===== src/rtl/counter_ud_mod_pkg.sv =====
`default_nettype none
// ============================================================================
//  Module  : counter_pkg
//  Brief   : Shared constants and helpers for the up/down counter family.
//  Revision: 1.0 - initial release
// ============================================================================
package counter_pkg;

    // Overflow handling selectors for the SATURATE parameter
    localparam int MODE_WRAP = 0;
    localparam int MODE_SAT  = 1;

    // Bits needed to address 'depth' distinct values (minimum 1)
    function automatic int clog2(input longint unsigned depth);
        int              bits;
        longint unsigned v;
        bits = 0;
        v    = (depth > 64'd1) ? depth - 64'd1 : 64'd1;
        while (v != 64'd0) begin
            bits = bits + 1;
            v    = v >> 1;
        end
        return bits;
    endfunction

endpackage : counter_pkg
`default_nettype wire


===== src/rtl/counter_ud_mod_if.sv =====
`default_nettype none
// ============================================================================
//  Module  : counter_ud_mod_if
//  Brief   : Control/status bundle of the up/down counter.
//  Revision: 1.0 - initial release
// ============================================================================
interface counter_ud_mod_if #(
    parameter int WIDTH  = 34,
    parameter int STEP_W = 4
);
    logic              ena;
    logic              updown;
    logic              load;
    logic [WIDTH-1:0]  load_val;
    logic [STEP_W-1:0] step;
    logic [WIDTH-1:0]  count_out;
    logic              tc;
    logic              at_max;
    logic              at_zero;

    // Controller side: drives commands, observes count and flags
    modport master (
        output ena, updown, load, load_val, step,
        input  count_out, tc, at_max, at_zero
    );

    // Counter side
    modport slave (
        input  ena, updown, load, load_val, step,
        output count_out, tc, at_max, at_zero
    );
endinterface : counter_ud_mod_if
`default_nettype wire


===== src/rtl/counter_ud_next.sv =====
`default_nettype none
// ============================================================================
//  Module  : counter_ud_next
//  Brief   : Pure combinational next-count and terminal-count computation.
//            All arithmetic is carried at WIDTH+1 bits so no sum or
//            difference truncates before it is compared against the limit.
//  Revision: 1.0 - initial release
// ============================================================================
module counter_ud_next
    import counter_pkg::*;
#(
    parameter int              WIDTH    = 34,
    parameter longint unsigned MAX_VAL  = (64'd1 << WIDTH) - 64'd1,
    parameter int              STEP_W   = 4,
    parameter int              SATURATE = MODE_WRAP
) (
    input  wire logic [WIDTH-1:0]  i_count,
    input  wire logic [STEP_W-1:0] i_step,
    input  wire logic              i_updown,
    output logic      [WIDTH-1:0]  o_next,
    output logic                   o_tc_next
);

    localparam logic [WIDTH:0] c_max = (WIDTH + 1)'(MAX_VAL);
    localparam logic [WIDTH:0] c_mod = c_max + {{WIDTH{1'b0}}, 1'b1};

    logic [WIDTH:0] w_count;
    logic [WIDTH:0] w_step;
    logic [WIDTH:0] w_sum;
    logic [WIDTH:0] w_res;

    assign w_count = {1'b0, i_count};
    assign w_step  = {{(WIDTH + 1 - STEP_W){1'b0}}, i_step};
    assign w_sum   = w_count + w_step;

    // Step once in the requested direction, applying a single wrap or clamp
    always_comb begin
        w_res     = w_count;
        o_tc_next = 1'b0;
        if (i_updown) begin
            if (w_sum <= c_max) begin
                w_res = w_sum;
            end else if (SATURATE == MODE_SAT) begin
                w_res     = c_max;
                o_tc_next = (w_count != c_max);
            end else begin
                w_res     = w_sum - c_mod;
                o_tc_next = 1'b1;
            end
        end else begin
            if (w_count >= w_step) begin
                w_res = w_count - w_step;
            end else if (SATURATE == MODE_SAT) begin
                w_res     = '0;
                o_tc_next = (w_count != '0);
            end else begin
                w_res     = w_count + c_mod - w_step;
                o_tc_next = 1'b1;
            end
        end
        o_next = w_res[WIDTH-1:0];
    end

    // Top bit of the intermediate is always clear once reduced into range
    logic w_unused;
    assign w_unused = w_res[WIDTH];

endmodule : counter_ud_next
`default_nettype wire


===== src/rtl/counter_ud_mod.sv =====
`default_nettype none
// ============================================================================
//  Module  : counter_ud_mod
//  Brief   : Parametrised synchronous up/down counter with modulus, variable
//            step, parallel load, wrap/saturate, terminal-count pulse and
//            at-limit flags. Priority per edge: rst > load > ena.
//  Revision: 1.0 - initial release
// ============================================================================
module counter_ud_mod
    import counter_pkg::*;
#(
    parameter int              WIDTH    = 34,
    parameter longint unsigned MAX_VAL  = (64'd1 << WIDTH) - 64'd1,
    parameter int              STEP_W   = 4,
    parameter int              SATURATE = MODE_WRAP
) (
    input  wire logic         clk,
    input  wire logic         rst,
    counter_ud_mod_if.slave   bus
);

    // Reject configurations where the single-correction arithmetic breaks
    if (WIDTH < 1 || WIDTH > 63) begin : g_bad_width
        $error("counter_ud_mod: WIDTH must be 1..63");
    end
    if (MAX_VAL == 64'd0 || MAX_VAL >= (64'd1 << WIDTH)) begin : g_bad_max
        $error("counter_ud_mod: MAX_VAL must be in 1..2**WIDTH-1");
    end
    if (((64'd1 << STEP_W) - 64'd1) > MAX_VAL) begin : g_bad_step
        $error("counter_ud_mod: 2**STEP_W-1 must not exceed MAX_VAL");
    end

    localparam logic [WIDTH:0] c_max = (WIDTH + 1)'(MAX_VAL);

    logic [WIDTH-1:0] r_count;
    logic             r_tc;
    logic [WIDTH-1:0] w_next;
    logic             w_tc_next;
    logic [WIDTH-1:0] w_load_clamped;

    counter_ud_next #(
        .WIDTH    (WIDTH),
        .MAX_VAL  (MAX_VAL),
        .STEP_W   (STEP_W),
        .SATURATE (SATURATE)
    ) u_next (
        .i_count   (r_count),
        .i_step    (bus.step),
        .i_updown  (bus.updown),
        .o_next    (w_next),
        .o_tc_next (w_tc_next)
    );

    // Out-of-range load values are clamped to the top of the range
    assign w_load_clamped = ({1'b0, bus.load_val} > c_max) ? c_max[WIDTH-1:0]
                                                          : bus.load_val;

    // Count register with rst > load > ena priority; tc lives one cycle only
    always_ff @(posedge clk) begin
        if (rst) begin
            r_count <= '0;
            r_tc    <= 1'b0;
        end else if (bus.load) begin
            r_count <= w_load_clamped;
            r_tc    <= 1'b0;
        end else if (bus.ena && (bus.step != '0)) begin
            r_count <= w_next;
            r_tc    <= w_tc_next;
        end else begin
            r_tc    <= 1'b0;
        end
    end

    assign bus.count_out = r_count;
    assign bus.tc        = r_tc;
    assign bus.at_max    = (r_count == c_max[WIDTH-1:0]);
    assign bus.at_zero   = (r_count == '0);

endmodule : counter_ud_mod
`default_nettype wire


===== src/flat_wrapper.sv =====
// flat-port wrapper written by rule: the top's interface ports become plain ports
module counter_ud_mod_flat import counter_pkg::*;
#(
    parameter int              WIDTH    = 34,
    parameter longint unsigned MAX_VAL  = (64'd1 << WIDTH) - 64'd1,
    parameter int              STEP_W   = 4,
    parameter int              SATURATE = MODE_WRAP
)
  (clk, rst, bus_ena, bus_updown, bus_load, bus_load_val, bus_step, bus_count_out, bus_tc, bus_at_max, bus_at_zero);
  counter_ud_mod_if #(.WIDTH(WIDTH), .STEP_W(STEP_W)) bus_i ();
  input  wire logic clk;
  input  wire logic rst;
  input wire logic [$bits(bus_i.ena)-1:0] bus_ena;
  input wire logic [$bits(bus_i.updown)-1:0] bus_updown;
  input wire logic [$bits(bus_i.load)-1:0] bus_load;
  input wire logic [$bits(bus_i.load_val)-1:0] bus_load_val;
  input wire logic [$bits(bus_i.step)-1:0] bus_step;
  output wire logic [$bits(bus_i.count_out)-1:0] bus_count_out;
  output wire logic [$bits(bus_i.tc)-1:0] bus_tc;
  output wire logic [$bits(bus_i.at_max)-1:0] bus_at_max;
  output wire logic [$bits(bus_i.at_zero)-1:0] bus_at_zero;
  assign bus_i.ena = bus_ena;
  assign bus_i.updown = bus_updown;
  assign bus_i.load = bus_load;
  assign bus_i.load_val = bus_load_val;
  assign bus_i.step = bus_step;
  assign bus_count_out = bus_i.count_out;
  assign bus_tc = bus_i.tc;
  assign bus_at_max = bus_i.at_max;
  assign bus_at_zero = bus_i.at_zero;
  counter_ud_mod #(.WIDTH(WIDTH), .MAX_VAL(MAX_VAL), .STEP_W(STEP_W), .SATURATE(SATURATE)) u_core (.clk(clk), .rst(rst), .bus(bus_i));
endmodule

===== config.mk =====
export PLATFORM = sky130hd
export DESIGN_NAME = counter_ud_mod_flat
export DESIGN_NICKNAME = d
export VERILOG_FILES = /design/src/rtl/counter_ud_mod_pkg.sv /design/src/rtl/counter_ud_mod_if.sv /design/src/rtl/counter_ud_next.sv /design/src/rtl/counter_ud_mod.sv /design/src/flat_wrapper.sv
export SDC_FILE = /design/constraint.sdc
export NUM_CORES = 1
export LEC_CHECK = 0
export CORE_MARGIN = 2
export CORE_UTILIZATION = 40
export DETAILED_ROUTE_END_ITERATION = 10
export PLACE_DENSITY = 0.74
export SYNTH_ARGS = -nofsm -noshare
export SYNTH_HDL_FRONTEND = slang
export SYNTH_SLANG_ARGS = --single-unit
export TNS_END_PERCENT = 20

===== constraint.sdc =====
create_clock -name clk -period 2.5 [get_ports clk]
set_clock_uncertainty 0.2 [all_clocks]
set_input_delay 0.25 -clock clk [delete_from_list [all_inputs] [get_ports clk]]
set_output_delay 0.25 -clock clk [all_outputs]
set_load 0.01 [all_outputs]

==> metrics.md <==
| Metric | Value |
|---|---|
| Final wirelength | `13.0 mm` |
| Fin crit period | `2540 ps` |
| RSZ-0062 raised after global routing | `yes` |
| Number of max-cap violations | `0` |
| Largest cells by area after synthesis | `dfxtp_1 21%, nor2_1 5.3%, nand4_1 4.8%` |
| Crit path launch type | `register` |
| Critical Path RT | `2050 ps` |
| Die area | `around 9000 um^2` |
| IO Port Bufs | `79` |
| Antenna diode count | `0` |
| Maximum root-to-sink buffer count | `2` |
| Syn_nets | `around 490` |
| Fmax | `394 MHz` |
| Flip-flop and latch count after synthesis | `35` |
| Largest net degree at the start of global routing | `29` |
| Slew at the pin closest to its max-slew limit | `approximately 550 ps` |
| Most area-hungry cell type in the Yosys netlist | `dfxtp_1` |
| Final hold violations | `0` |
| Syn. warnings | `0` |
| Area grow syn2layout | `63.9%` |
| Top-area cell type share of the netlist area | `0.214` |
| Count leader, synth | `nor2_1` |
| CTS Buf Count | `5` |
| Worst vdd ir | `~240 uV` |
| First-pass GRT wire length | `20.3 mm` |
| First-pass iteration count of the detailed router | `5` |
| Arrival time at the worst endpoint | `2090 ps` |
| Max FO, Critical Path | `2` |
| Starting Density | `0.417` |
| Final worst-path cycle share | `1.01` |
| Final nets | `655` |
| Via-to-Cell Ratio | `about 6` |
| Mean post-synth cell area | `7.58 um^2` |
| IO Count | `80` |
| Status | `finished, violations left` |
| Die Span Y | `94.5 um` |
| Initial antenna violation count | `0` |
| CP Class | `reg2out` |
| Post-synthesis cell type count | `between 60 and 70` |
| H-tree depth | `2` |
| Power consumption | `2.11 mW` |
| Post-synthesis instance total | `432` |
| HPWL Detailed | `9.76 mm` |
| Vias | `4217` |
| Rel. slew slack | `0.633` |
| DR iter-0 viols | `319` |
| Hold buffers post-CTS | `0` |
| DP Cell Count | `690` |
| DR WL/cell | `18.4 um` |
| Clock sink count | `35` |
| Final Max Slew Viols | `0` |
| Cell area after synthesis | `~3300 um^2` |
| Setup Viol. Count Final | `1` |
| Row count | `32` |
| Total Routing Usage GR | `0.288` |
| TritonCTS clock tree | `done` |
| Leak | `between 1.5 and 2 nW` |
| Overflow after GRT | `0` |
| Clock insertion delay at the later pin of the skew report | `300 ps` |
| Antenna-violating nets left | `0` |
| Routability cong. | `between 1 and 1.5` |
| Core box area | `7850 um^2` |
| Main synth FF type | `dfxtp_1` |
| CTS clock-pin slew for the worst setup and hold paths | `approximately 80 ps` |
| Ys async rst share | `0` |
| Setup WS post-layout | `-35.7 ps` |
| Final hold slack | `297 ps` |
| Horiz. Die Dim | `94.5 um` |
| Pwr/cell area | `393 nW/um^2` |
| Fraction of layout cells with a size suffix above 1 | `0.350` |
| Clock Tree Root | `clkbuf_8` |
| Failing checks | `negative setup slack` |
| Filler Cell Count | `639` |
| Seq/Total Area, Yosys | `0.214` |
| Number of enable flip-flop cells after synthesis | `0` |
| DRC | `0` |
| Vias in the first global route | `4012` |
| Fin cells | `705` |
| Worst Hold Class | `in2reg` |
| Worst Setup End Kind | `primary output` |
| Synth top cells by count | `46 x nor2_1, 35 x dfxtp_1, 25 x nand2_1, 25 x nand4_1` |
[cell type report]
class / instances / area [um^2] / share of cell area
Inverter: 13 / 48.8 / 0.00909
Tap cell: 102 / 128 / 0.0238
Timing Repair Buffer: 198 / 1700 / 0.316
Clock inverter: 2 / 35.0 / 0.00653
Multi-Input combinational cell: 349 / 2650 / 0.495
Clock buffer: 6 / 82.6 / 0.0154
Sequential cell: 35 / 721 / 0.134
[cells in the final DEF, fill, tap and decap left out, types with 8 or more instances in the layout]
cell type,instances
a211oi_1,14
a21oi_1,15
buf_4,116
clkdlybuf4s50_1,74
dfxtp_1,23
dfxtp_2,10
inv_1,9
nand2_1,25
nand3_1,19
nand4_1,25
nor2_1,44
nor3_1,14
nor4_1,13
o21ai_0,17
or3_1,8
xnor2_1,10
[state kept, by name (all words and copies together) (netlist names)]
| register | cells |
|---|---|
| u_core.bus.tc | 1 |
| u_core.bus.count_out | 34 |
[timing repair]
action	4_1_cts	5_1_grt
setup endpoints to repair	28	30
pin swaps	5	14
hold endpoints to repair	0	0
resized for setup	31	53
setup buffers	1	6
[critical path: stages, from the launching register on]
cell	delay (ps)
dfxtp_2	340
or4_4	530
or3_4	360
nor3_4	140
nand2_1	80
nor4_2	160
buf_2	180
[routing by layer]
layer / GRT usage / up-vias / part of all wire
met5: 0 / - / 0
met4: 0.0580 / 0 / 0.0099
met3: 0.0383 / 16 / 0.067
met2: 0.499 / 176 / 0.48
met1: 0.384 / 2025 / 0.44
li1: - / 2000 / -
[path summary, 6_finish.rpt]
path	to	cells after the start	slack, ps	from
worst min-delay path	u_core.bus.count_out[30]$_SDFFE_PP0P_	3	300	bus_load_val[30]
worst max register to register	u_core.bus.count_out[22]$_SDFFE_PP0P_	11	0	u_core.bus.count_out[0]$_SDFFE_PP0P_
worst min register to register	u_core.bus.count_out[30]$_SDFFE_PP0P_	2	390	u_core.bus.count_out[30]$_SDFFE_PP0P_
worst max-delay path	bus_at_zero	6	-40	u_core.bus.count_out[26]$_SDFFE_PP0P_
[through the flow]
step	setup TNS (ps)	setup slack [ps]	util	cell area, um^2
after global placement	-11520	-527	0.622	4880
after CTS	-394	-149	0.652	5110
final	-35.7	-35.7	0.684	5370
after detailed placement	-12320	-536	0.622	4880
after floorplan	0	15.0	-	3280
after global routing	-647	-114	0.684	5370
[kinds of logic after synthesis]
family	Yosys count	share of synthesized area
multiplexers	5	0.0157
adder cells (fa/ha/maj)	10	0.0428
buffers and inverters	48	0.0661
flip-flops	35	0.214
AO/OA/AOI/OAI	108	0.241
XOR/XNOR	17	0.0455
AND/OR/NAND/NOR	209	0.375
[where the power goes]
part	switching (mW)	internal [mW]	leakage (nW)
logic	0.434	0.452	1.64
clock network	0.244	0.323	0.0612
registers	0.0579	0.601	0.294
total	0.735	1.38	1.99
(Power assumes the default switching activity.)
